$ cat config.mk
export PLATFORM = sky130hd
export DESIGN_NAME = capture_sequencer
export DESIGN_NICKNAME = d
export VERILOG_FILES = /design/src/rtl/capture_sequencer_pkg.sv /design/src/rtl/capture_sequencer_word_byte_tx.sv /design/src/rtl/capture_sequencer.sv
export SDC_FILE = /design/constraint.sdc
export NUM_CORES = 1
export LEC_CHECK = 0
export BUFFER_PORTS_ARGS = -buffer_cell sky130_fd_sc_hd__buf_2
export CAP_MARGIN = 5
export CORE_MARGIN = 3
export CORE_UTILIZATION = 60
export DETAILED_ROUTE_END_ITERATION = 12
export PLACE_DENSITY = 0.95
export REMOVE_ABC_BUFFERS = 1
export SYNTH_ARGS = -nofsm -noshare
export SYNTH_HDL_FRONTEND = slang
export SYNTH_HIERARCHICAL = 1
export SYNTH_SLANG_ARGS = --single-unit
$ cat constraint.sdc
create_clock -name clk -period 4.08 [get_ports clk]
set_input_delay 1.224 -clock clk [delete_from_list [all_inputs] [get_ports clk]]
set_output_delay 1.224 -clock clk [all_outputs]
set_load 0.005 [all_outputs]
$ cat src/rtl/capture_sequencer_pkg.sv
// Shared constants for the phase-capture sequencer: top/dump state codes,
// pre-trigger depth derivation and the byte order used on the UART stream.
package capture_pkg;

    // Top-level capture states
    localparam logic [1:0] ST_IDLE = 2'd0;
    localparam logic [1:0] ST_PRE  = 2'd1;
    localparam logic [1:0] ST_POST = 2'd2;
    localparam logic [1:0] ST_DUMP = 2'd3;

    // Dump sub-states (one 16-bit word -> two UART bytes)
    localparam logic [2:0] DS_RD  = 3'd0;
    localparam logic [2:0] DS_LO  = 3'd1;
    localparam logic [2:0] DS_LOW = 3'd2;
    localparam logic [2:0] DS_HI  = 3'd3;
    localparam logic [2:0] DS_HIW = 3'd4;

    // Words are sent little-endian: low byte first
    localparam bit LSB_FIRST = 1'b1;

    // Number of pre-trigger words kept in a 2^aw deep ring
    function automatic int pre_depth(input int aw, input int post);
        return (1 << aw) - post;
    endfunction

endpackage

$ cat src/rtl/capture_sequencer_word_byte_tx.sv
// Serialises one 16-bit RAM word into two UART bytes.
//
// Handshake with acia_tx: tx_start is a one-cycle pulse issued only in a cycle
// after tx_busy was sampled low; the cycle following each pulse is a guard
// cycle in which tx_busy is ignored (the UART raises busy one cycle late), then
// the next byte waits for tx_busy low again. This gives at most one pulse per
// busy-low window and never two pulses back to back.
module word_byte_tx
    import capture_pkg::*;
(
    input  logic        clk,
    input  logic        rst,
    input  logic        run,
    input  logic        last,
    input  logic [15:0] word,
    input  logic        tx_busy,
    output logic [7:0]  tx_dat,
    output logic        tx_start,
    output logic        done,
    output logic        word_done,
    output logic [2:0]  sub_state
);

    logic [2:0] state;
    logic       guard;
    logic [7:0] second_byte;
    logic [7:0] first_byte;
    logic [7:0] other_byte;

    assign first_byte = LSB_FIRST ? word[7:0]  : word[15:8];
    assign other_byte = LSB_FIRST ? word[15:8] : word[7:0];
    assign sub_state  = state;

    // Second byte is being launched this cycle: the word is consumed
    assign word_done = run && (state == DS_HI) && !tx_busy;

    // Byte sequencer: RD -> LO -> LOW -> HI -> HIW -> RD
    always_ff @(posedge clk) begin
        if (rst) begin
            state       <= DS_RD;
            guard       <= 1'b0;
            second_byte <= 8'd0;
            tx_dat      <= 8'd0;
            tx_start    <= 1'b0;
            done        <= 1'b0;
        end else begin
            tx_start <= 1'b0;
            done     <= 1'b0;
            if (!run) begin
                state <= DS_RD;
                guard <= 1'b0;
            end else begin
                case (state)
                    DS_RD: state <= DS_LO;
                    DS_LO: begin
                        if (!tx_busy) begin
                            tx_start    <= 1'b1;
                            tx_dat      <= first_byte;
                            second_byte <= other_byte;
                            guard       <= 1'b1;
                            state       <= DS_LOW;
                        end
                    end
                    DS_LOW: begin
                        if (guard)         guard <= 1'b0;
                        else if (!tx_busy) state <= DS_HI;
                    end
                    DS_HI: begin
                        if (!tx_busy) begin
                            tx_start <= 1'b1;
                            tx_dat   <= second_byte;
                            done     <= last;
                            guard    <= 1'b1;
                            state    <= DS_HIW;
                        end
                    end
                    DS_HIW: begin
                        if (guard)         guard <= 1'b0;
                        else if (!tx_busy) state <= DS_RD;
                    end
                    default: state <= DS_RD;
                endcase
            end
        end
    end

endmodule

$ cat src/rtl/capture_sequencer.sv
// Phase-capture controller: fills a circular RAM with pre-trigger history,
// records a fixed post-trigger window, then streams the buffer oldest word
// first to the UART through word_byte_tx.
module capture_sequencer
    import capture_pkg::*;
#(
    parameter int AW   = 8,
    parameter int DW   = 16,
    parameter int POST = 192
) (
    input  logic          clk,
    input  logic          rst,
    input  logic          arm,
    input  logic          trig,
    input  logic          sample_stb,
    input  logic [DW-1:0] sample,
    output logic          ram_we,
    output logic [AW-1:0] ram_waddr,
    output logic [DW-1:0] ram_wdata,
    output logic [AW-1:0] ram_raddr,
    input  logic [DW-1:0] ram_rdata,
    output logic [7:0]    tx_dat,
    output logic          tx_start,
    input  logic          tx_busy,
    output logic          busy,
    output logic          done,
    output logic [1:0]    dbg_state
);

    localparam logic [AW-1:0] PRE_FILL  = AW'(pre_depth(AW, POST));
    localparam logic [AW-1:0] POST_LAST = AW'(POST - 1);

    logic [1:0]    state;
    logic [AW-1:0] wptr;
    logic [AW-1:0] fill;
    logic [AW-1:0] postcnt;
    logic [AW-1:0] wcnt;
    logic          trig_q;
    logic          trig_edge;
    logic          word_done;
    logic          dump_run;
    logic [2:0]    dump_sub_state;

    assign trig_edge = trig && !trig_q;
    assign dump_run  = (state == ST_DUMP);
    assign busy      = (state != ST_IDLE);
    assign dbg_state = state;

    // Capture FSM, ring pointers and registered RAM write/read ports
    always_ff @(posedge clk) begin
        if (rst) begin
            state     <= ST_IDLE;
            wptr      <= '0;
            fill      <= '0;
            postcnt   <= '0;
            wcnt      <= '0;
            trig_q    <= 1'b0;
            ram_we    <= 1'b0;
            ram_waddr <= '0;
            ram_wdata <= '0;
            ram_raddr <= '0;
        end else begin
            trig_q <= trig;
            ram_we <= 1'b0;
            case (state)
                ST_IDLE: begin
                    if (arm) begin
                        state   <= ST_PRE;
                        wptr    <= '0;
                        fill    <= '0;
                        postcnt <= '0;
                    end
                end
                ST_PRE: begin
                    if (arm) begin
                        wptr    <= '0;
                        fill    <= '0;
                        postcnt <= '0;
                    end else begin
                        if (sample_stb) begin
                            ram_we    <= 1'b1;
                            ram_waddr <= wptr;
                            ram_wdata <= sample;
                            wptr      <= wptr + AW'(1);
                            if (fill != PRE_FILL) fill <= fill + AW'(1);
                        end
                        // fill is the count before this cycle's write
                        if (trig_edge && fill == PRE_FILL) begin
                            state   <= ST_POST;
                            postcnt <= '0;
                        end
                    end
                end
                ST_POST: begin
                    if (arm) begin
                        state   <= ST_PRE;
                        wptr    <= '0;
                        fill    <= '0;
                        postcnt <= '0;
                    end else if (sample_stb) begin
                        ram_we    <= 1'b1;
                        ram_waddr <= wptr;
                        ram_wdata <= sample;
                        wptr      <= wptr + AW'(1);
                        postcnt   <= postcnt + AW'(1);
                        if (postcnt == POST_LAST) begin
                            // Slot after the last write holds the oldest word
                            state     <= ST_DUMP;
                            ram_raddr <= wptr + AW'(1);
                            wcnt      <= '0;
                        end
                    end
                end
                ST_DUMP: begin
                    if (word_done) begin
                        ram_raddr <= ram_raddr + AW'(1);
                        wcnt      <= wcnt + AW'(1);
                        if (&wcnt) state <= ST_IDLE;
                    end
                end
                default: state <= ST_IDLE;
            endcase
        end
    end

    word_byte_tx u_word_byte_tx (
        .clk       (clk),
        .rst       (rst),
        .run       (dump_run),
        .last      (&wcnt),
        .word      (ram_rdata[15:0]),
        .tx_busy   (tx_busy),
        .tx_dat    (tx_dat),
        .tx_start  (tx_start),
        .done      (done),
        .word_done (word_done),
        .sub_state (dump_sub_state)
    );

    logic unused_ok;
    assign unused_ok = ^dump_sub_state;

endmodule
======== After elaboration in Yosys (flattened, before gate mapping) ========
Index checks and enable logic that the tools add are counted.
cells by class
  add/subtract/negate cells ............... 5
  equality and inequality tests ........... 32
  muxes and demuxes ....................... 46
  bitwise logic cells ..................... 6
  reduce and logical (&&, ||, !) cells .... 34
operator list
  kind                                           count
  two-way mux 8 bit                              20
  one-hot mux 8 bit (2 select lines)             5
  adder 8 x 1 -> 8 bit, second input constant    5
  != test 2 bit, second input constant           15
  one-hot mux 8 bit (3 select lines)             1
  two-way mux 3 bit                              6
  two-way mux 2 bit                              8
  != test 3 bit, second input constant           5
  one-hot mux 3 bit (5 select lines)             1
  AND reduction 4 bit                            3
  nonzero test 2 bit                             6
  OR reduction 2 bit                             5
  AND reduction 3 bit                            3
  == test 8 x 7 -> 1 bit, second input constant  1
  == test 8 bit, second input constant           1
  != test 8 x 7 -> 1 bit, second input constant  1
  one-hot mux 2 bit (4 select lines)             1
  AND reduction 8 bit                            1
  AND reduction 7 bit                            1
  == test 3 x 2 -> 1 bit, second input constant  2
  inverter 1 bit                                 6
  AND reduction 6 bit                            1
  OR reduction 3 bit                             2
  AND reduction 5 bit                            1
  15 further kinds                               22
storage, ports and cells
  register bits ........................... 90
  input port bits ......................... 38
  output and inout bits ................... 46
  logic and storage cells ................. 139

======== Logic depth before layout (Yosys ltp) ========
Gate-level depths: netlist of run 1.
  word-level depth ........................ 6
  mapped depth ............................ 9
  gate-level depth less buffers ........... 8

======== Modules after synthesis ========
The synthesis of run 1 kept the hierarchy.
by module, submodules not included
  module             times used  cells an instance  area an instance (µm²)  seq. area each (µm²)
  capture_sequencer  1           433                3477.1                  1361.3
  word_byte_tx       1           101                1007.2                  440.4

======== Worst setup path before layout of run 1 ========
No wires, ideal clock.
  path kind ............................... input port to flip-flop
  start ................................... input tx_busy
  end ..................................... register state[1] (netlist: dbg_state[1])
  setup time .............................. 117 ps
  data arrival time ....................... 2782 ps
  data required time ...................... 3963 ps
  slack ................................... 1181 ps
  stages .................................. 8
  buffers on the path ..................... 1
  cell sequence ........................... and4bb_1 buf_6 and2_1 nand4_1 o21ai_0 o211a_1 nand2_1 a32o_1
on the way
  longest elaborated chain between the ends .. 4
RTL lines
  element                               line                                  source
  from (decl)                           capture_sequencer.sv:24               input logic tx_busy,
  logical NOT 1 bit                     capture_sequencer_word_byte_tx.sv:35  assign word_done = run && (state == DS_HI) && !tx_busy;
  logical AND 1 bit                     capture_sequencer_word_byte_tx.sv:35
  via word_done                         capture_sequencer.sv:40               logic word_done;
  != test 2 bit (no source line)        --
  AND reduction 7 bit (no source line)  --
  to (signal assigned)                  capture_sequencer.sv:52               state <= ST_IDLE;
  to (signal assigned)                  capture_sequencer.sv:68               state <= ST_PRE;
  to (signal assigned)                  capture_sequencer.sv:89               state <= ST_POST;
  to (decl)                             capture_sequencer.sv:33               logic [1:0] state;
The timed path passes the listed nets, and every way through them passes these cells.
A chain may end at the register's enable or synchronous reset.

======== Worst setup path after layout of run 1 ========
Same ends and word-level chain as after synthesis.

==> flow_metrics.env, run 1 <==
export IMPL_drive_above_1_share_pct=19.0
export IMPL_dp_cells=686
export IMPL_regToRegStartpoint="dbg_state[0]"
export IMPL_dp_hpwl_um=7390
export IMPL_synth_most_common_cell="dfxtp_1"
export IMPL_post_cts_repair_setup_buffers=0
export IMPL_slew_viol_final=0
export IMPL_grt_setup_unrepaired="no"
export IMPL_ctsRootBufferMaster="clkbuf_8"
export IMPL_p_int_w=0.00136
export IMPL_r2r_end="dbg_state[1]"
export IMPL_r2r_slack_ns=1.19
export IMPL_reg2reg_depth=9
export IMPL_status="completed"
export IMPL_crit_fanout=8
export IMPL_vias_per_cell=5.94
export IMPL_synthArstFlopShare_pct=0
export IMPL_die_h_um=92.5
export IMPL_grt_pass1_vias=3993
export IMPL_p_per_area_nw_per_um2=396
export IMPL_htree_num_levels=3
export IMPL_wirelength_um=10800
export IMPL_dpl_cell_area_sq_um=4840
export IMPL_antenna_found_initial=0
export IMPL_clk_latency_ns=0.36
export IMPL_start_util_pct=63.9
export IMPL_grt_first_pass_wirelength_um=18000
export IMPL_hold_depth=2
export IMPL_tightest_slew_ns=1.01
export IMPL_syn_area_sq_um=4480
export IMPL_switching_share_pct=32.1
export IMPL_route_detailed_drc=0
export IMPL_grt_max_degree=56
export IMPL_cts_buffer_depth=2
export IMPL_drtIter0Drc=392
export IMPL_synth_cell_types=71
export IMPL_total_power_w=0.00200
export IMPL_numCtsBuffers=9
export IMPL_area_delta_synth_final_pct=12.5
export IMPL_fin_area_sq_um=5040
export IMPL_cp_arrival_ns=3.18
export IMPL_p_comb_share_pct=21.2
export IMPL_clk_pin_slew_ns=0.10
export IMPL_pin_count=84
export IMPL_fin_crit_sh_pct=71.8
export IMPL_multiInputGateArea_sq_um=2410
export IMPL_nNetsFinal=649
export IMPL_fill_cells=522
export IMPL_std_cell_rows=30
export IMPL_setup_viol=0
export IMPL_synth_top_area_share_pct=40.2
export IMPL_avgRoutedWirePerCell_um=15.4
export IMPL_holdWs_ns=0.458
export IMPL_post_synth_cell_area_avg_sq_um=8.40
export IMPL_timing_hold_violations_final=0
export IMPL_crit_path_end_kind="register"
export IMPL_synth_top_area_cell="dfxtp_1"
export IMPL_required_ns=4.33
export IMPL_finClkSkew_ns=0.0110
export IMPL_leakagePower_nw=2.01
export IMPL_ir_worst_vdd_mv=0.237
export IMPL_cts_resized=0
export IMPL_ant_nets=0
export IMPL_synth_edff_count=0
export IMPL_synth_seq_cells=90
export IMPL_synth_common_cells="dfxtp_1, nand2_1, nor2_1"
export IMPL_yosysWarnings=6
export IMPL_holdCritStartpoint="ram_wdata[6]"
export IMPL_startpoint_type="input port"
export IMPL_die_w_um=92.5
export IMPL_tritoncts="done"
export IMPL_min_to="ram_wdata[6]"
export IMPL_coreArea_sq_um=7020
export IMPL_synth_area_leaders="dfxtp_1, nand2_1, a21oi_1"
export IMPL_max_freq_mhz=341
export IMPL_port_buffers=83
export IMPL_p_clk_share_pct=31.4
export IMPL_worstHoldPathType="reg -> reg"
export IMPL_vias=4167
export IMPL_seq_power_share_pct=47.5
export IMPL_path_class="in -> reg"
export IMPL_cts_num_sinks=90
export IMPL_hold_buffers=0
export IMPL_min_period_ns=2.93
export IMPL_relSlewSlack_pct=32.8
export IMPL_synthFlopType="dfxtp_1"
export IMPL_antennaDiodeCount=0
export IMPL_drv_cap=0
export IMPL_switchingPower_w=0.000641
export IMPL_die_area_sq_um=8550
export IMPL_seqCellArea_sq_um=1800
export IMPL_drtPass1Iterations=5
export IMPL_synth_seq_area_share_pct=40.2
export IMPL_fin_cells=702
export IMPL_syn_inst=534
export IMPL_gp_congestion=0.826
export IMPL_gr_total_overflow=0
export IMPL_track_usage_pct=25.4
export IMPL_tns_ns=0
cell families (layout without fill, tap and decap cells):
| group | after synthesis | in the layout | synth area share, % |
|---|---|---|---|
| and+or+nand+nor | 224 | 224 | 25.1 |
| AOI/OAI and AO/OA | 133 | 133 | 19.4 |
| DFF | 90 | 90 | 40.2 |
| buffers and inverters | 47 | 119 | 6.08 |
| muxes | 19 | 19 | 4.24 |
| xor gates and xnor gates | 11 | 11 | 2.15 |
| adders and majority gates | 10 | 10 | 2.79 |
worst max path at each step:
stage	start	end	cells past startpoint
floorplan	tx_busy	dbg_state[1]	7
global route	dbg_state[0]	dbg_state[1]	9
detailed placement	tx_busy	dbg_state[1]	8
finish	tx_busy	dbg_state[1]	8
CTS	tx_busy	dbg_state[1]	8
global placement	tx_busy	dbg_state[1]	8
metrics by stage:
step / worst slack, ns / util (%)
2_1_floorplan: 0.950 / -
3_3_place_gp: 1.03 / 69.0
3_5_place_dp: 0.891 / 69.0
4_1_cts: 1.25 / 71.9
5_1_grt: 1.09 / 71.9
6_report: 1.15 / 71.9
cell usage in the layout (no fill, tap or decap), drive strengths merged, types with 2 or more instances in the layout:
cell	instances
o22ai	2
clkinv	2
a32o	2
xor2	2
and3b	3
o32ai	3
or2	2
o211ai	6
a31oi	4
nor2b	7
o41ai	2
and2	4
xnor2	9
inv	17
a21boi	2
a21o	3
and3	9
a21oi	49
nand4	8
nand2	75
ha	10
nor3	10
or4	2
or3	5
a311oi	5
a211oi	15
nand4bb	2
a22oi	3
o21ai	23
nor2	50
clkbuf	10
nand3b	3
buf	88
dfxtp	90
nor4b	2
nand2b	23
mux2i	19
o31ai	2
nand3	12
power groups by stage:
stage / Combinational, W / Sequential, W / Clock (W)
detailed placement: 0.000416 / 0.000967 / 0
global route: 0.000467 / 0.000954 / 0.000669
CTS: 0.000420 / 0.000948 / 0.000630
global placement: 0.000390 / 0.000965 / 0
floorplan: 0.000262 / 0.000963 / 0
finish: 0.000423 / 0.000949 / 0.000627
cell type report:
class,count,share of cell area [%]
flip-flops and latches,90,35.7
repair buffers,88,8.98
multi-input cells,397,47.8
clock inverters,6,1.49
inverters,15,1.12
clock buffers,10,2.53
well taps,96,2.38
registers in the layout, summed over array words and instances, names as in the netlist:
name / cells
ram_wdata: 16
ram_we: 1
wcnt: 8
u_word_byte_tx/sub_state: 3
dbg_state: 2
ram_raddr: 8
wptr: 8
u_word_byte_tx/tx_start: 1
u_word_byte_tx/done: 1
u_word_byte_tx/tx_dat: 8
trig_q: 1
ram_waddr: 8
u_word_byte_tx/second_byte: 8
u_word_byte_tx/guard: 1
postcnt: 8
fill: 8
worst max-delay path: stages:
cell,delay (ns)
buf_2,0.12
and4bb_1,0.27
and2_1,0.28
nand4_1,0.21
o21ai_0,0.46
o211a_1,0.28
nand2_1,0.07
a32o_1,0.26
layer usage:
layer  global-route usage [%]  routed length (um)  part of all wire (%)
met1                     31.2                4500                    42
met2                     43.7                5250                    49
met3                     5.20                 812                   7.5
met4                     9.90                 219                   2.0
met5                        0                   0                     0
Note: power is estimated with default switching activity, not from simulation.
==> run 2: changes to the inputs <==
--- a/config.mk
+++ b/config.mk
@@ -8,9 +8,9 @@
 export BUFFER_PORTS_ARGS = -buffer_cell sky130_fd_sc_hd__buf_2
 export CAP_MARGIN = 5
 export CORE_MARGIN = 3
-export CORE_UTILIZATION = 60
+export CORE_UTILIZATION = 56
 export DETAILED_ROUTE_END_ITERATION = 12
-export PLACE_DENSITY = 0.95
+export PLACE_DENSITY = 0.91
 export REMOVE_ABC_BUFFERS = 1
 export SYNTH_ARGS = -nofsm -noshare
 export SYNTH_HDL_FRONTEND = slang
==> constraint.sdc (replaced) <==
create_clock -name clk -period 2.95 [get_ports clk]
set_input_delay 0.885 -clock clk [delete_from_list [all_inputs] [get_ports clk]]
set_output_delay 0.885 -clock clk [all_outputs]
set_load 0.005 [all_outputs]
==> flow_metrics.env, run 2 (synthesized netlist as in run 1, its figures left out) <==
export IMPL_relSlewSlack_pct=56.8
export IMPL_mostFrequentLayoutCell="dfxtp_1"
export IMPL_max_freq_mhz=405
export IMPL_drtPass1Iterations=5
export IMPL_ir_worst_vdd_mv=0.344
export IMPL_die_w_um=95.5
export IMPL_total_power_w=0.00279
export IMPL_grt_setup_unrepaired="no"
export IMPL_tightest_slew_ns=0.643
export IMPL_vias=4052
export IMPL_antennaDiodeCount=0
export IMPL_largest_reg_flops=16
export IMPL_track_usage_pct=22.9
export IMPL_leakagePower_nw=2.03
export IMPL_layout_common_cells="dfxtp_1, buf_2, nand2_1"
export IMPL_fill_cells=654
export IMPL_crit_fanout=8
export IMPL_clk_latency_ns=0.37
export IMPL_fin_cells=710
export IMPL_multiInputGateArea_sq_um=2410
export IMPL_met1_length_um=4350
export IMPL_grt_pass1_vias=3705
export IMPL_ctsRootBufferMaster="clkbuf_8"
export IMPL_post_cts_repair_setup_buffers=0
export IMPL_pin_count=84
export IMPL_start_util_pct=57.7
export IMPL_finClkSkew_ns=0.0139
export IMPL_antenna_found_initial=0
export IMPL_utilization_pct=65.5
export IMPL_cp_arrival_ns=2.73
export IMPL_met3_length_um=665
export IMPL_port_buffers=83
export IMPL_vias_per_cell=5.71
export IMPL_startpoint_type="register"
export IMPL_die_area_sq_um=9120
export IMPL_tns_ns=0
export IMPL_seqCellArea_sq_um=1800
export IMPL_htree_num_levels=3
export IMPL_min_period_ns=2.47
export IMPL_nNetsFinal=651
export IMPL_cts_resized=0
export IMPL_drtIter0Drc=254
export IMPL_timing_hold_violations_final=0
export IMPL_holdWs_ns=0.456
export IMPL_numCtsBuffers=9
export IMPL_grt_max_degree=49
export IMPL_ant_nets=0
export IMPL_dp_cells=694
export IMPL_route_detailed_drc=0
export IMPL_gr_total_overflow=0
export IMPL_cts_num_sinks=90
export IMPL_drv_cap=0
export IMPL_required_ns=3.21
export IMPL_clk_pin_slew_ns=0.09
export IMPL_crit_path_end_kind="register"
export IMPL_wl_met2_um=4830
export IMPL_largest_register="ram_wdata"
export IMPL_path_class="reg -> reg"
export IMPL_drive_above_1_share_pct=19.4
export IMPL_slew_viol_final=0
export IMPL_top_layer_used="met4"
export IMPL_hold_buffers=0
export IMPL_setup_viol=0
export IMPL_status="completed"
export IMPL_p_per_area_nw_per_um2=548
export IMPL_dp_hpwl_um=7070
export IMPL_grt_first_pass_wirelength_um=16800
export IMPL_coreArea_sq_um=7770
export IMPL_tritoncts="done"
export IMPL_worstHoldPathType="reg -> reg"
export IMPL_gp_congestion=0.890
export IMPL_fin_crit_sh_pct=83.7
export IMPL_cts_buffer_depth=2
export IMPL_avgRoutedWirePerCell_um=14.2
export IMPL_die_h_um=95.5
export IMPL_area_delta_synth_final_pct=13.4
export IMPL_std_cell_rows=32
export IMPL_wirelength_um=10100
==> run 2: per-stage QoR <==
| step | instance area [sq um] | worst slack (ns) |
|---|---|---|
| global route | 5090 | 0.337 |
| detailed placement | 4880 | 0.202 |
| finish | 5090 | 0.481 |
| CTS | 5090 | 0.519 |
| global placement | 4880 | 0.346 |
| floorplan | 4270 | 0.0130 |
==> run 2: critical path, cell delays in order (launching register included) <==
cell	delay [ns]
dfxtp_1	0.51
ha_1	0.24
and4bb_1	0.23
and2_1	0.18
nand4_1	0.20
o21ai_0	0.40
o211a_1	0.26
nand2_1	0.07
a32o_1	0.27
==> run 2: worst paths after layout <==
path | startpoint | endpoint | slack [ns] | depth (start not counted)
max | dbg_state[0] | dbg_state[1] | 0.48 | 8
max reg2reg | dbg_state[0] | dbg_state[1] | 0.48 | 8
min reg2reg | ram_wdata[14] | ram_wdata[14] | 0.46 | 2
min | ram_wdata[14] | ram_wdata[14] | 0.46 | 2
==> run 2: power by group <==
part	switching, W	internal (W)	total (W)
Sequential	0.0000516	0.00126	0.00131
Clock	0.000485	0.000414	0.000899
Combinational	0.000360	0.000216	0.000576
Total	0.000896	0.00189	0.00279
==> run 2: final cells by class <==
class / count / share of cell area [%]
inverters: 15 / 1.11
clock inverters: 7 / 1.72
clock buffers: 9 / 2.43
repair buffers: 90 / 9.44
well taps: 102 / 2.51
flip-flops and latches: 90 / 35.4
multi-input cells: 397 / 47.4
==> run 2: metal layers <==
metal  up-vias  track usage, %
met4         0            10.9
met3        23            5.29
met1      1865            28.8
met2       142            37.0
met5         -               0
li1       2022               -
==> run 3: changes to the inputs <==
--- a/config.mk
+++ b/config.mk
@@ -8,9 +8,9 @@
 export BUFFER_PORTS_ARGS = -buffer_cell sky130_fd_sc_hd__buf_2
 export CAP_MARGIN = 5
 export CORE_MARGIN = 3
-export CORE_UTILIZATION = 56
+export CORE_UTILIZATION = 50
 export DETAILED_ROUTE_END_ITERATION = 12
-export PLACE_DENSITY = 0.91
+export PLACE_DENSITY = 0.87
 export REMOVE_ABC_BUFFERS = 1
 export SYNTH_ARGS = -nofsm -noshare
 export SYNTH_HDL_FRONTEND = slang
==> constraint.sdc (replaced) <==
create_clock -name clk -period 2.2 [get_ports clk]
set_input_delay 0.66 -clock clk [delete_from_list [all_inputs] [get_ports clk]]
set_output_delay 0.66 -clock clk [all_outputs]
set_load 0.005 [all_outputs]
==> flow_metrics.env, run 3 (synthesized netlist as in run 1, its figures left out) <==
export IMPL_grt_pass1_vias=3940
export IMPL_seqCellArea_sq_um=1800
export IMPL_avgRoutedWirePerCell_um=14.2
export IMPL_multiInputGateArea_sq_um=2420
export IMPL_vias=4111
export IMPL_wirelength_um=10400
export IMPL_leakagePower_nw=2.12
export IMPL_cts_num_sinks=90
export IMPL_antennaDiodeCount=0
export IMPL_largest_register="ram_wdata"
export IMPL_fin_area_sq_um=5240
export IMPL_startpoint_type="register"
export IMPL_path_cells="buf_4, inv_1, ha_1, inv_1, buf_2"
export IMPL_pre_cts_slack_ns=-0.114
export IMPL_worstHoldPathType="reg -> reg"
export IMPL_std_cell_rows=33
export IMPL_switchingPower_w=0.00119
export IMPL_drtPass1Iterations=5
export IMPL_min_period_ns=2.11
export IMPL_track_usage_pct=21.2
export IMPL_cp_arrival_ns=1.45
export IMPL_p_int_w=0.00262
export IMPL_hold_buffers=0
export IMPL_setup_ws_ns=0.0943
export IMPL_tns_ns=0
export IMPL_area_delta_synth_final_pct=16.8
export IMPL_numCtsBuffers=9
export IMPL_htree_num_levels=3
export IMPL_drv_cap=0
export IMPL_ir_worst_vdd_mv=0.451
export IMPL_clk_latency_ns=0.37
export IMPL_max_freq_mhz=475
export IMPL_die_w_um=101
export IMPL_p_clk_share_pct=30.2
export IMPL_status="completed"
export IMPL_gr_total_overflow=0
export IMPL_finClkSkew_ns=0.0135
export IMPL_switching_share_pct=31.3
export IMPL_p_comb_share_pct=24.2
export IMPL_mostFrequentLayoutCell="dfxtp_1"
export IMPL_drtIter0Drc=394
export IMPL_slew_viol_final=0
export IMPL_fin_cells=733
export IMPL_timing_hold_violations_final=0
export IMPL_gp_congestion=0.880
export IMPL_dp_hpwl_um=7690
export IMPL_cpPeakStageDelay_ns=0.32
export IMPL_relSlewSlack_pct=61.6
export IMPL_seq_power_share_pct=45.7
export IMPL_coreArea_sq_um=8460
export IMPL_port_buffers=83
export IMPL_tritoncts="done"
export IMPL_nNetsFinal=671
export IMPL_fin_crit_sh_pct=95.7
export IMPL_crit_path_end_kind="primary output"
export IMPL_ctsRootBufferMaster="clkbuf_8"
export IMPL_crit_path_top_delay_cell="dfxtp_1"
export IMPL_path_buf_inv=4
export IMPL_dp_cells=716
export IMPL_crit_family="buffers and inverters"
export IMPL_cpMostUsedCell="inv_1"
export IMPL_dpl_cell_area_sq_um=5020
export IMPL_die_h_um=101
export IMPL_pin_count=84
export IMPL_p_per_area_nw_per_um2=728
export IMPL_setup_viol=0
export IMPL_drive_above_1_share_pct=22.1
export IMPL_required_ns=1.54
export IMPL_route_detailed_drc=0
export IMPL_grt_max_degree=51
export IMPL_fill_cells=713
export IMPL_clk_pin_slew_ns=0.09
export IMPL_grt_first_pass_wirelength_um=17700
export IMPL_cts_buffer_depth=2
export IMPL_layout_common_cells="dfxtp_1, buf_2, nand2_1"
export IMPL_start_util_pct=53.0
export IMPL_grt_setup_unrepaired="no"
export IMPL_holdWs_ns=0.452
export IMPL_crit_fanout=6
export IMPL_largest_reg_flops=16
export IMPL_antenna_found_initial=0
export IMPL_die_area_sq_um=10100
export IMPL_path_class="reg -> out"
export IMPL_ant_nets=0
export IMPL_vias_per_cell=5.61
export IMPL_tightest_slew_ns=0.574
run 3: what timing repair did:
item                                    4_1_cts  5_1_grt
endpoints found under the setup margin        0        8
buffers inserted                              0        1
resized for setup                             0        4
run 3: layout make-up:
| cell class | count | area share (%) |
|---|---|---|
| clock buffer | 10 | 2.44 |
| timing repair buffer | 110 | 12.0 |
| inverter | 15 | 1.08 |
| sequential | 90 | 34.4 |
| tap | 105 | 2.51 |
| clock inverter | 6 | 1.39 |
| multi-input combinational | 397 | 46.1 |
run 3: path summary, 6_finish.rpt:
path | to | slack, ns | depth (start not counted) | start
setup / recovery | busy | 0.09 | 5 | dbg_state[1]
hold / removal | ram_wdata[5] | 0.45 | 2 | ram_wdata[5]
setup reg to reg | wcnt[7] | 0.11 | 8 | dbg_state[0]
hold reg to reg | ram_wdata[5] | 0.45 | 2 | ram_wdata[5]
run 3: layer usage:
metal  wire [um]  vias up  global-route usage (%)
met5           0        -                       0
met4         139        0                    6.01
met3         562       18                    4.78
met2        5170      120                    36.5
met1        4550     1909                    26.5
li1            -     2064                       -
run 3: worst min-delay path: stages, from the launching register on:
cell     delay (ns)
dfxtp_1        0.31
nand2_1        0.05
a21oi_1        0.05
run 3: power by group through the flow:
stage	sequential [W]	clock (W)	combinational (W)
after CTS	0.00174	0.00117	0.000913
after floorplan	0.00179	0	0.000486
after global placement	0.00177	0	0.000867
after global routing	0.00175	0.00123	0.00102
final	0.00174	0.00115	0.000921
after detailed placement	0.00178	0	0.000907
run 3: stage by stage:
| stage | total power, W | util [%] |
|---|---|---|
| floorplan | 0.00227 | - |
| global placement | 0.00264 | 59.3 |
| detailed placement | 0.00268 | 59.3 |
| CTS | 0.00382 | 61.7 |
| global route | 0.00400 | 61.9 |
| finish | 0.00381 | 61.9 |
